### src/rtl/rv32i_rom_cache_ctrl_if.sv
// Bus bundle between the fetch stage, the instruction cache controller and the
// instruction ROM/bridge memory.
//   slave  : the cache controller (answers fetches, issues fills)
//   master : the environment around it (fetch stage plus backing memory)
interface rv32i_rom_cache_ctrl_if;
  // Fetch side
  logic        cpu_req;
  logic [31:0] cpu_addr;
  logic        cpu_ready;
  logic [31:0] cpu_rdata;
  logic        busy;
  // Fill side
  logic        mem_req;
  logic [31:0] mem_addr;
  logic        mem_ack;
  logic [31:0] mem_rdata;

  modport slave (
    input  cpu_req,
    input  cpu_addr,
    output cpu_ready,
    output cpu_rdata,
    output busy,
    output mem_req,
    output mem_addr,
    input  mem_ack,
    input  mem_rdata
  );

  modport master (
    output cpu_req,
    output cpu_addr,
    input  cpu_ready,
    input  cpu_rdata,
    input  busy,
    input  mem_req,
    input  mem_addr,
    output mem_ack,
    output mem_rdata
  );
endinterface

### src/rtl/rv32i_rom_cache_ctrl.sv
// Direct-mapped, read-only instruction cache controller with one-word lines.
// Hits are answered from local storage in the LOOKUP cycle; misses run a
// single-outstanding fill to the backing memory and answer in RESP.
// A flush invalidates every line in the cycle it is sampled; a flush seen while
// a fill is outstanding still returns the word but keeps it out of the cache.
module rv32i_rom_cache_ctrl #(
  parameter int unsigned INDEX_W = 5,
  parameter int unsigned TAG_W   = 32 - INDEX_W - 2,
  parameter int unsigned CNT_W   = 16
) (
  input  logic                   clk,
  input  logic                   reset_n,
  rv32i_rom_cache_ctrl_if.slave  bus,
  input  logic                   flush,
  output logic [CNT_W-1:0]       hit_cnt,
  output logic [CNT_W-1:0]       miss_cnt
);

  localparam int unsigned Lines = 2 ** INDEX_W;

  // Packed cache key: fetch address split into tag / index / byte offset.
  typedef struct packed {
    logic [TAG_W-1:0]   tag;
    logic [INDEX_W-1:0] index;
    logic [1:0]         offset;
  } cache_key_t;

  // Packed cache entry as seen by the lookup and fill paths.
  typedef struct packed {
    logic             isvalid;
    logic [TAG_W-1:0] tag;
    logic [31:0]      data;
  } cache_entry_t;

  typedef enum logic [1:0] {
    StIdle,
    StLookup,
    StFill,
    StResp
  } state_e;

  state_e             state_q, state_d;
  cache_key_t         key_q, key_d;
  logic [Lines-1:0]   valid_q, valid_d;
  logic               mem_req_q, mem_req_d;
  logic [31:0]        mem_addr_q, mem_addr_d;
  logic [31:0]        fill_data_q, fill_data_d;
  logic [31:0]        rdata_q, rdata_d;
  logic [CNT_W-1:0]   hit_cnt_q, hit_cnt_d;
  logic [CNT_W-1:0]   miss_cnt_q, miss_cnt_d;
  logic               flush_pend_q, flush_pend_d;

  // Tag and data storage carry no reset; only the valid bits do.
  logic [TAG_W-1:0]   tag_mem  [Lines];
  logic [31:0]        data_mem [Lines];

  cache_entry_t       lookup_entry;
  cache_entry_t       fill_entry;
  logic               lookup_hit;
  logic               fill_we;
  logic               cpu_ready;
  logic [31:0]        cpu_rdata;

  // Entry addressed by the latched key, and the entry a fill would install.
  always_comb begin
    lookup_entry = '{
      isvalid: valid_q[key_q.index],
      tag:     tag_mem[key_q.index],
      data:    data_mem[key_q.index]
    };
    fill_entry = '{
      isvalid: 1'b1,
      tag:     key_q.tag,
      data:    bus.mem_rdata
    };
    // A flush sampled during the lookup forces a miss.
    lookup_hit = lookup_entry.isvalid && (lookup_entry.tag == key_q.tag) && !flush;
  end

  // Next-state, datapath updates and CPU-side outputs.
  always_comb begin
    state_d      = state_q;
    key_d        = key_q;
    valid_d      = valid_q;
    mem_req_d    = mem_req_q;
    mem_addr_d   = mem_addr_q;
    fill_data_d  = fill_data_q;
    rdata_d      = rdata_q;
    hit_cnt_d    = hit_cnt_q;
    miss_cnt_d   = miss_cnt_q;
    flush_pend_d = flush_pend_q;
    fill_we      = 1'b0;
    cpu_ready    = 1'b0;
    cpu_rdata    = rdata_q;

    unique case (state_q)
      StIdle: begin
        if (bus.cpu_req) begin
          // Offset is dropped here so the key doubles as the word-aligned fill address.
          key_d = '{
            tag:    bus.cpu_addr[31 -: TAG_W],
            index:  bus.cpu_addr[2 +: INDEX_W],
            offset: 2'b00
          };
          state_d = StLookup;
        end
      end

      StLookup: begin
        if (lookup_hit) begin
          cpu_ready = 1'b1;
          cpu_rdata = lookup_entry.data;
          rdata_d   = lookup_entry.data;
          hit_cnt_d = hit_cnt_q + CNT_W'(1);
          state_d   = StIdle;
        end else begin
          miss_cnt_d = miss_cnt_q + CNT_W'(1);
          mem_req_d  = 1'b1;
          mem_addr_d = key_q;
          state_d    = StFill;
        end
      end

      StFill: begin
        if (flush) begin
          flush_pend_d = 1'b1;
        end
        if (bus.mem_ack) begin
          mem_req_d   = 1'b0;
          fill_data_d = bus.mem_rdata;
          // Any flush during the fill keeps this (possibly stale) word out of the cache.
          fill_we     = !flush_pend_q && !flush;
          state_d     = StResp;
        end
      end

      StResp: begin
        cpu_ready    = 1'b1;
        cpu_rdata    = fill_data_q;
        rdata_d      = fill_data_q;
        flush_pend_d = 1'b0;
        state_d      = StIdle;
      end

      default: begin
        state_d = StIdle;
      end
    endcase

    if (fill_we) begin
      valid_d[key_q.index] = fill_entry.isvalid;
    end
    // Flush wins over a same-cycle install and applies in every state.
    if (flush) begin
      valid_d = '0;
    end
  end

  // Control state, valid bits, fill request and counters.
  always_ff @(posedge clk or negedge reset_n) begin
    if (!reset_n) begin
      state_q      <= StIdle;
      key_q        <= '0;
      valid_q      <= '0;
      mem_req_q    <= 1'b0;
      mem_addr_q   <= '0;
      fill_data_q  <= '0;
      rdata_q      <= '0;
      hit_cnt_q    <= '0;
      miss_cnt_q   <= '0;
      flush_pend_q <= 1'b0;
    end else begin
      state_q      <= state_d;
      key_q        <= key_d;
      valid_q      <= valid_d;
      mem_req_q    <= mem_req_d;
      mem_addr_q   <= mem_addr_d;
      fill_data_q  <= fill_data_d;
      rdata_q      <= rdata_d;
      hit_cnt_q    <= hit_cnt_d;
      miss_cnt_q   <= miss_cnt_d;
      flush_pend_q <= flush_pend_d;
    end
  end

  // Tag/data array write on an accepted fill.
  always_ff @(posedge clk) begin
    if (fill_we) begin
      tag_mem[key_q.index]  <= fill_entry.tag;
      data_mem[key_q.index] <= fill_entry.data;
    end
  end

  assign bus.cpu_ready = cpu_ready;
  assign bus.cpu_rdata = cpu_rdata;
  assign bus.busy      = (state_q != StIdle);
  assign bus.mem_req   = mem_req_q;
  assign bus.mem_addr  = mem_addr_q;
  assign hit_cnt       = hit_cnt_q;
  assign miss_cnt      = miss_cnt_q;

endmodule

### src/flat_wrapper.sv
// flat-port wrapper written by rule: the top's interface ports become plain ports
module rv32i_rom_cache_ctrl_flat 
#(
  parameter int unsigned INDEX_W = 5,
  parameter int unsigned TAG_W   = 32 - INDEX_W - 2,
  parameter int unsigned CNT_W   = 16
)
  (clk, reset_n, flush, hit_cnt, miss_cnt, bus_cpu_req, bus_cpu_addr, bus_cpu_ready, bus_cpu_rdata, bus_busy, bus_mem_req, bus_mem_addr, bus_mem_ack, bus_mem_rdata);
  rv32i_rom_cache_ctrl_if bus_i ();
  input  logic clk;
  input  logic reset_n;
  input  logic flush;
  output logic [CNT_W-1:0] hit_cnt;
  output logic [CNT_W-1:0] miss_cnt;
  input wire logic [$bits(bus_i.cpu_req)-1:0] bus_cpu_req;
  input wire logic [$bits(bus_i.cpu_addr)-1:0] bus_cpu_addr;
  output wire logic [$bits(bus_i.cpu_ready)-1:0] bus_cpu_ready;
  output wire logic [$bits(bus_i.cpu_rdata)-1:0] bus_cpu_rdata;
  output wire logic [$bits(bus_i.busy)-1:0] bus_busy;
  output wire logic [$bits(bus_i.mem_req)-1:0] bus_mem_req;
  output wire logic [$bits(bus_i.mem_addr)-1:0] bus_mem_addr;
  input wire logic [$bits(bus_i.mem_ack)-1:0] bus_mem_ack;
  input wire logic [$bits(bus_i.mem_rdata)-1:0] bus_mem_rdata;
  assign bus_i.cpu_req = bus_cpu_req;
  assign bus_i.cpu_addr = bus_cpu_addr;
  assign bus_cpu_ready = bus_i.cpu_ready;
  assign bus_cpu_rdata = bus_i.cpu_rdata;
  assign bus_busy = bus_i.busy;
  assign bus_mem_req = bus_i.mem_req;
  assign bus_mem_addr = bus_i.mem_addr;
  assign bus_i.mem_ack = bus_mem_ack;
  assign bus_i.mem_rdata = bus_mem_rdata;
  rv32i_rom_cache_ctrl #(.INDEX_W(INDEX_W), .TAG_W(TAG_W), .CNT_W(CNT_W)) u_core (.clk(clk), .reset_n(reset_n), .bus(bus_i), .flush(flush), .hit_cnt(hit_cnt), .miss_cnt(miss_cnt));
endmodule
### config.mk
export PLATFORM = sky130hd
export DESIGN_NAME = rv32i_rom_cache_ctrl_flat
export DESIGN_NICKNAME = d
export VERILOG_FILES = /design/src/rtl/rv32i_rom_cache_ctrl_if.sv /design/src/rtl/rv32i_rom_cache_ctrl.sv /design/src/flat_wrapper.sv
export SDC_FILE = /design/constraint.sdc
export NUM_CORES = 2
export LEC_CHECK = 0
export CORE_AREA = 2 2 443 445
export CTS_CLUSTER_SIZE = 24
export DETAILED_ROUTE_END_ITERATION = 10
export DIE_AREA = 0 0 445 447
export SETUP_SLACK_MARGIN = 0.05
export SLEW_MARGIN = 25
export SYNTH_ARGS = -nofsm -noshare
export SYNTH_HDL_FRONTEND = slang
export SYNTH_SLANG_ARGS = --single-unit
### constraint.sdc
create_clock -name clk -period 7.2 [get_ports clk]
set_input_delay 1.8 -clock clk [delete_from_list [all_inputs] [get_ports clk]]
set_output_delay 1.8 -clock clk [all_outputs]
set_load 0.02 [all_outputs]
=== Yosys cells after proc, flatten, opt, wreduce, memory -nomap -nowiden ===
Memory sizes are Yosys's and may differ from the RTL's.
Cells that the tools add are included.

* Memories: 2
* Word-level logic and storage cells: 68
* Memory bits (writable): 1,824
* Output and inout bits: 99
* Input bits: 69
* Register bits after elaboration: 192

{| class="wikitable"
|+ Memories
! memory !! words !! bits a word !! read ports !! clocked after memory_dff !! wr ports !! RTL line !! text
|-
| u_core.data_mem || 32 || 32 || 1 || 0 || 1 || rv32i_rom_cache_ctrl.sv:55 || <nowiki>logic [31:0] data_mem [Lines];</nowiki>
|-
| u_core.tag_mem || 32 || 25 || 1 || 0 || 1 || rv32i_rom_cache_ctrl.sv:54 || <nowiki>logic [TAG_W-1:0] tag_mem [Lines];</nowiki>
|}

* Equal/unequal tests: 8
* $lt $le $gt $ge: 2
* Mux-type cells: 23
* Bitwise logic cells: 2
* Reductions and logical operators: 18
* Add/subtract/negate cells: 2

{| class="wikitable"
|+ Operators by type and width
! operator !! number
|-
| two-way mux 32 bit || 3
|-
| one-hot mux 32 bit (2 select lines) || 1
|-
| adder 16 x 1 -> 16 bit (second input constant) || 2
|-
| OR 32 bit || 1
|-
| == test 25 bit || 1
|-
| AND reduction 2 bit || 6
|-
| two-way mux 1 bit || 10
|-
| inequality test 2 bit (second input constant) || 4
|-
| one-hot mux 2 bit (4 select lines) || 1
|-
| nonzero test 2 bit || 4
|-
| less-than comparator 5 x 6 -> 1 bit (second input constant) || 1
|-
| two-way mux 2 bit || 3
|-
| one-hot mux 1 bit (2 select lines) || 3
|-
| binary-select mux 1 bit (select 5 bit) || 1
|-
| demux 1 bit (select 5 bit) || 1
|-
| greater-or-equal comparator 5 x 1 -> 1 bit (second input constant) || 1
|-
| == test 2 bit (second input constant) || 2
|-
| logical AND 1 bit || 4
|-
| AND reduction 3 bit || 1
|-
| == test 2 x 1 -> 1 bit (second input constant) || 1
|-
| zero test 1 bit || 2
|-
| zero test 2 bit || 1
|-
| inverter 1 bit || 1
|}

=== Logic depth before layout (Yosys ltp) ===
* Depth after elaboration: 7
* Depth in mapped cells: 17
* Depth with buffers taken out: 9

=== Worst setup path after synthesis ===
OpenSTA, ideal clock, no wires.

* Path type: in2reg
* From: input bus_mem_ack
* To: memory u_core.data_mem[0][0], enable pin
* Slack: 1.428 ns
* Library setup time: 0.474 ns
* Buffers on the path: 1
* Arrival time: 5.298 ns
* Required time: 6.726 ns
* Cell stages on the path: 5
* Cell sequence: nand3b_1 -> or3_1 -> or3_1 -> clkbuf_1 -> nor2_1

* Longest elaborated chain between the ends: 4

{| class="wikitable"
|+ Ends and longest elaborated chain
! item !! RTL line !! text
|-
| start: declaration || flat_wrapper.sv:22 || <nowiki>input wire logic [$bits(bus_i.mem_ack)-1:0] bus_mem_ack;</nowiki>
|-
| two-way mux 1 bit || rv32i_rom_cache_ctrl.sv:128 || <nowiki>if (bus.mem_ack) begin</nowiki>
|-
| two-way mux 1 bit || rv32i_rom_cache_ctrl.sv:96 || <nowiki>unique case (state_q)</nowiki>
|-
| two-way mux 1 bit || rv32i_rom_cache_ctrl.sv:188 || <nowiki>if (fill_we) begin</nowiki>
|-
| two-way mux 1 bit (not written as such) || rv32i_rom_cache_ctrl.sv:190 || <nowiki>data_mem[key_q.index] <= fill_entry.data;</nowiki>
|-
| end: declaration || rv32i_rom_cache_ctrl.sv:55 ||
|}

Every way passes these cells.

=== Final worst setup path ===
* From: register u_core.key_q[6] (netlist name)
* To: output bus_cpu_rdata[14]

* Longest elaborated chain between the ends: 6
* Elaborated cells on any way between the ends: 9
* Classes of those cells: eq/ne: 1; mux: 4; reduce/logical: 2; memory: 2

{| class="wikitable"
|+ Ends and longest elaborated chain
! item !! RTL line !! text
|-
| start: declaration || rv32i_rom_cache_ctrl.sv:43 || <nowiki>cache_key_t key_q, key_d;</nowiki>
|-
| start signal: assignment || rv32i_rom_cache_ctrl.sv:174 || <nowiki>key_q <= key_d;</nowiki>
|-
| memory read (32 x 25 bit) or binary-select mux 1 bit (select 5 bit) (tied branches) || n/a ||
|-
| == test 25 bit or two-way mux 1 bit (tied branches) || rv32i_rom_cache_ctrl.sv:77, rv32i_rom_cache_ctrl.sv:67 ||
|-
| logical AND 1 bit (2 in a row) || rv32i_rom_cache_ctrl.sv:77 || <nowiki>lookup_hit = lookup_entry.isvalid && (lookup_entry.tag == key_q.tag) && !flush;</nowiki>
|-
| two-way mux 32 bit (*) || rv32i_rom_cache_ctrl.sv:110 || <nowiki>if (lookup_hit) begin</nowiki>
|-
| one-hot mux 32 bit (2 select lines) (*) || rv32i_rom_cache_ctrl.sv:96 ||
|-
| end: declaration || flat_wrapper.sv:18 || <nowiki>output wire logic [$bits(bus_i.cpu_rdata)-1:0] bus_cpu_rdata;</nowiki>
|}

Mark *: on every way between the ends. The rest lies on a longest branch, timed or not. The select of a mux whose other input is x is not followed.

==> reports/results.tsv <==
metric	value	unit
status	complete, no violations	
synth_area_leader_cell	edfxtp_1	
syn_to_final_growth	17.0	%
finalNetCount	4361	
yosysMostFrequentCell	edfxtp_1	
dp_worst_setup_slack	47.6	ps
ir_worst_vdd	287	µV
grt_pass1_wl	298000	µm
max_slew_margin	26.5	%
core-area	0.194	mm²
fp.dieH	447	µm
fin_area	0.0903	mm²
overflow	0	
fill_cells	16200	
worstPathRequired	5400	ps
r2r_slack	2610	ps
drtPass1Iterations	5	
holdCritStartpoint	u_core.hit_cnt[15]	
r2r_end	u_core.bus.mem_addr[9]	
yosysTopAreaCellShare	71.0	%
dieArea	0.199	mm²
endpoint_kind	primary output	
worst_slack	70.4	ps
drv_cap	0	
slowest_delay	580	ps
yosysWarnings	0	
placementRows	162	
final.period_utilization	99.0	%
clock-sinks	2016	
reg2reg_depth	16	
p_leak	30.1	nW
place_area	0.0832	mm²
hold_class	flip-flop to flip-flop	
worstSkewPairLatency	870	ps
power_density	382	mW/mm²
grt_max_degree	107	
final-max-slew-violation-count	0	
finalCriticalPeriod	7130	ps
cts-buffers-inserted	199	
ys.flop_type	edfxtp_1	
max_freq	0.140	GHz
crit_path_max_fanout	7	
synth-async-reset-ratio	9.52	%
vias	40800	
synth_edf_count	1824	
drt-initial-drc-count	4581	
grt_pass1_vias	39900	
gp_congestion	0.778	
whs_path_depth	1	
utilization	46.5	%
syn-cell-area	0.0771	mm²
drc	0	
min_to	u_core.hit_cnt[15]	
cp-start-kind	flip-flop	
start_util	39.7	%
path_clk_slew	60	ps
vias_per_cell	5.82	
drive_above_1_share	23.3	%
path_class	flip-flop to primary output	
syn_avg_cell_area	19.8	µm²
hold_viol_final	0	
drtAntennaViolNets	0	
boundaryPins	168	
cts_tree	yes	
clock-root-buffer	clkbuf_16	
h-tree-depth	4	
synthTopCellsByArea	edfxtp_1, mux4_2, dfrtp_1	
track_usage	21.0	%
place.port_buffers	163	
avgRoutedWirePerCell	30.4	µm
place_hpwl	113000	µm
yosysSeqAreaShare	77.2	%
antenna_found_initial	7	
holdBufCountCts	0	
synth_common_cells	edfxtp_1, mux2i_1, o22ai_1	
synth_cell_types	59	
fin_worst_skew	68.5	ps
cp.arrival	5330	ps
cts_buffer_depth	3	
tightest_slew	1100	ps
synth_cells	3895	
setup_viol	0	
cpMaxStageDelayCell	or4b_4	
synth-seq-cells	2016	
finalWirelength	213000	µm
path_cells	buf_4, or4b_4, buf_16, buf_12, buf_12, o22ai_1, nor4_2, and3_1, nor4_2, and4_1, nand4_1, buf_6, a21bo_4, buf_4, a221o_1, buf_12, buf_4	
die_w	445	µm
rr_startpoint	u_core.key_q[6]	
## cell families after synthesis
| family | share of synthesized area, % |
|---|---|
| simple gates | 3.27 |
| compound gates | 3.19 |
| xor+xnor | 0.375 |
| fa+ha+maj | 0.0324 |
| mux | 14.4 |
| buf+inv | 1.51 |
| flops | 77.2 |
| other cells | 0.00486 |
## power breakdown
group / total, mW / internal [mW] / switching [mW] / leakage [nW]
Sequential: 14.5 / 13.9 / 0.561 / 18.7
Clock: 9.97 / 5.51 / 4.46 / 3.01
Combinational: 10.0 / 4.30 / 5.74 / 8.40
Total: 34.5 / 23.7 / 10.8 / 30.1
## per-stage QoR
stage	hold WS (ps)	TNS (ps)	total power [mW]	cells
floorplan	458	0	20.6	3896
global placement	455	0	24.2	6583
detailed placement	462	0	24.3	6583
CTS	469	0	34.4	6966
global route	494	-11.1	35.7	7000
finish	463	0	34.5	7004
## how the worst max path moves through the flow
| stage | startpoint | endpoint | slack (ps) | cells past startpoint |
|---|---|---|---|---|
| after floorplan | bus_mem_ack | u_core.data_mem[0][0] | 1430 | 5 |
| after global placement | flush | bus_cpu_rdata[15] | 90 | 10 |
| after detailed placement | flush | bus_cpu_rdata[15] | 50 | 10 |
| after CTS | u_core.key_q[3] | bus_cpu_rdata[31] | 50 | 14 |
| after global routing | u_core.key_q[3] | bus_cpu_rdata[14] | -7 | 16 |
| final | u_core.key_q[6] | bus_cpu_rdata[14] | 70 | 17 |
## registers in the layout (all words and copies together) (netlist names), 25 cells and up, named ones only
name and flops:
u_core.fill_entry 25, u_core.tag_mem 800, u_core.data_mem 1024, u_core.bus.mem_addr 30, u_core.valid_q 32, u_core.fill_data_q 32
u_core.rdata_q 32
## worst max-delay path: cells and delay by family, from the launching register on
family	cells	cell delay, ps
simple gates	6	1810
buf+inv	8	1320
compound gates	3	810
flops	1	490
## layout make-up
type | count | area, µm² | share of cell area [%]
multi-input cells | 1641 | 17000 | 18.8
well taps | 2542 | 3180 | 3.52
clock inverters | 93 | 927 | 1.03
repair buffers | 420 | 4200 | 4.65
clock buffers | 274 | 5340 | 5.92
diodes | 6 | 15.0 | 0.0166
inverters | 12 | 45.0 | 0.0499
flip-flops and latches | 2016 | 59600 | 66.0
## placed cells by master (no fill, tap or decap), drive strengths merged, types with 3 or more instances in the layout
master            n
nor3             11
clkbuf          278
o22ai           318
mux2i           404
o21ai            12
nand4            14
or4              38
mux4            264
or3              35
a211oi            3
clkdlybuf4s50    98
mux2             98
and4              3
a31oi             3
diode             6
nor4             56
xor2             17
clkinvlp          3
clkdlybuf4s15    23
nand4bb           6
or4b              5
nand2            19
inv              14
nor2b            32
a221o             4
and3             22
edfxtp         1824
nand3b            5
nand3            72
buf             293
dfrtp           192
clkinv           80
bufinv            8
xnor2            16
a21oi            46
nand4b            4
nor2            107
## repair_timing
action	in CTS	in global routing
pin swaps	3	12
hold endpoints to repair	0	0
endpoints found under the setup margin	33	32
buffers inserted	16	27
gates resized for setup	95	43
gates cloned	0	5
## routing by layer
metal	up-vias	share of wire [%]	track usage, %
met5	-	0.016	0
met3	290	7.3	3.39
met1	21900	42	29.6
met2	1774	48	34.0
li1	16800	-	-
met4	4	2.6	5.75
(Power assumes the default switching activity.)
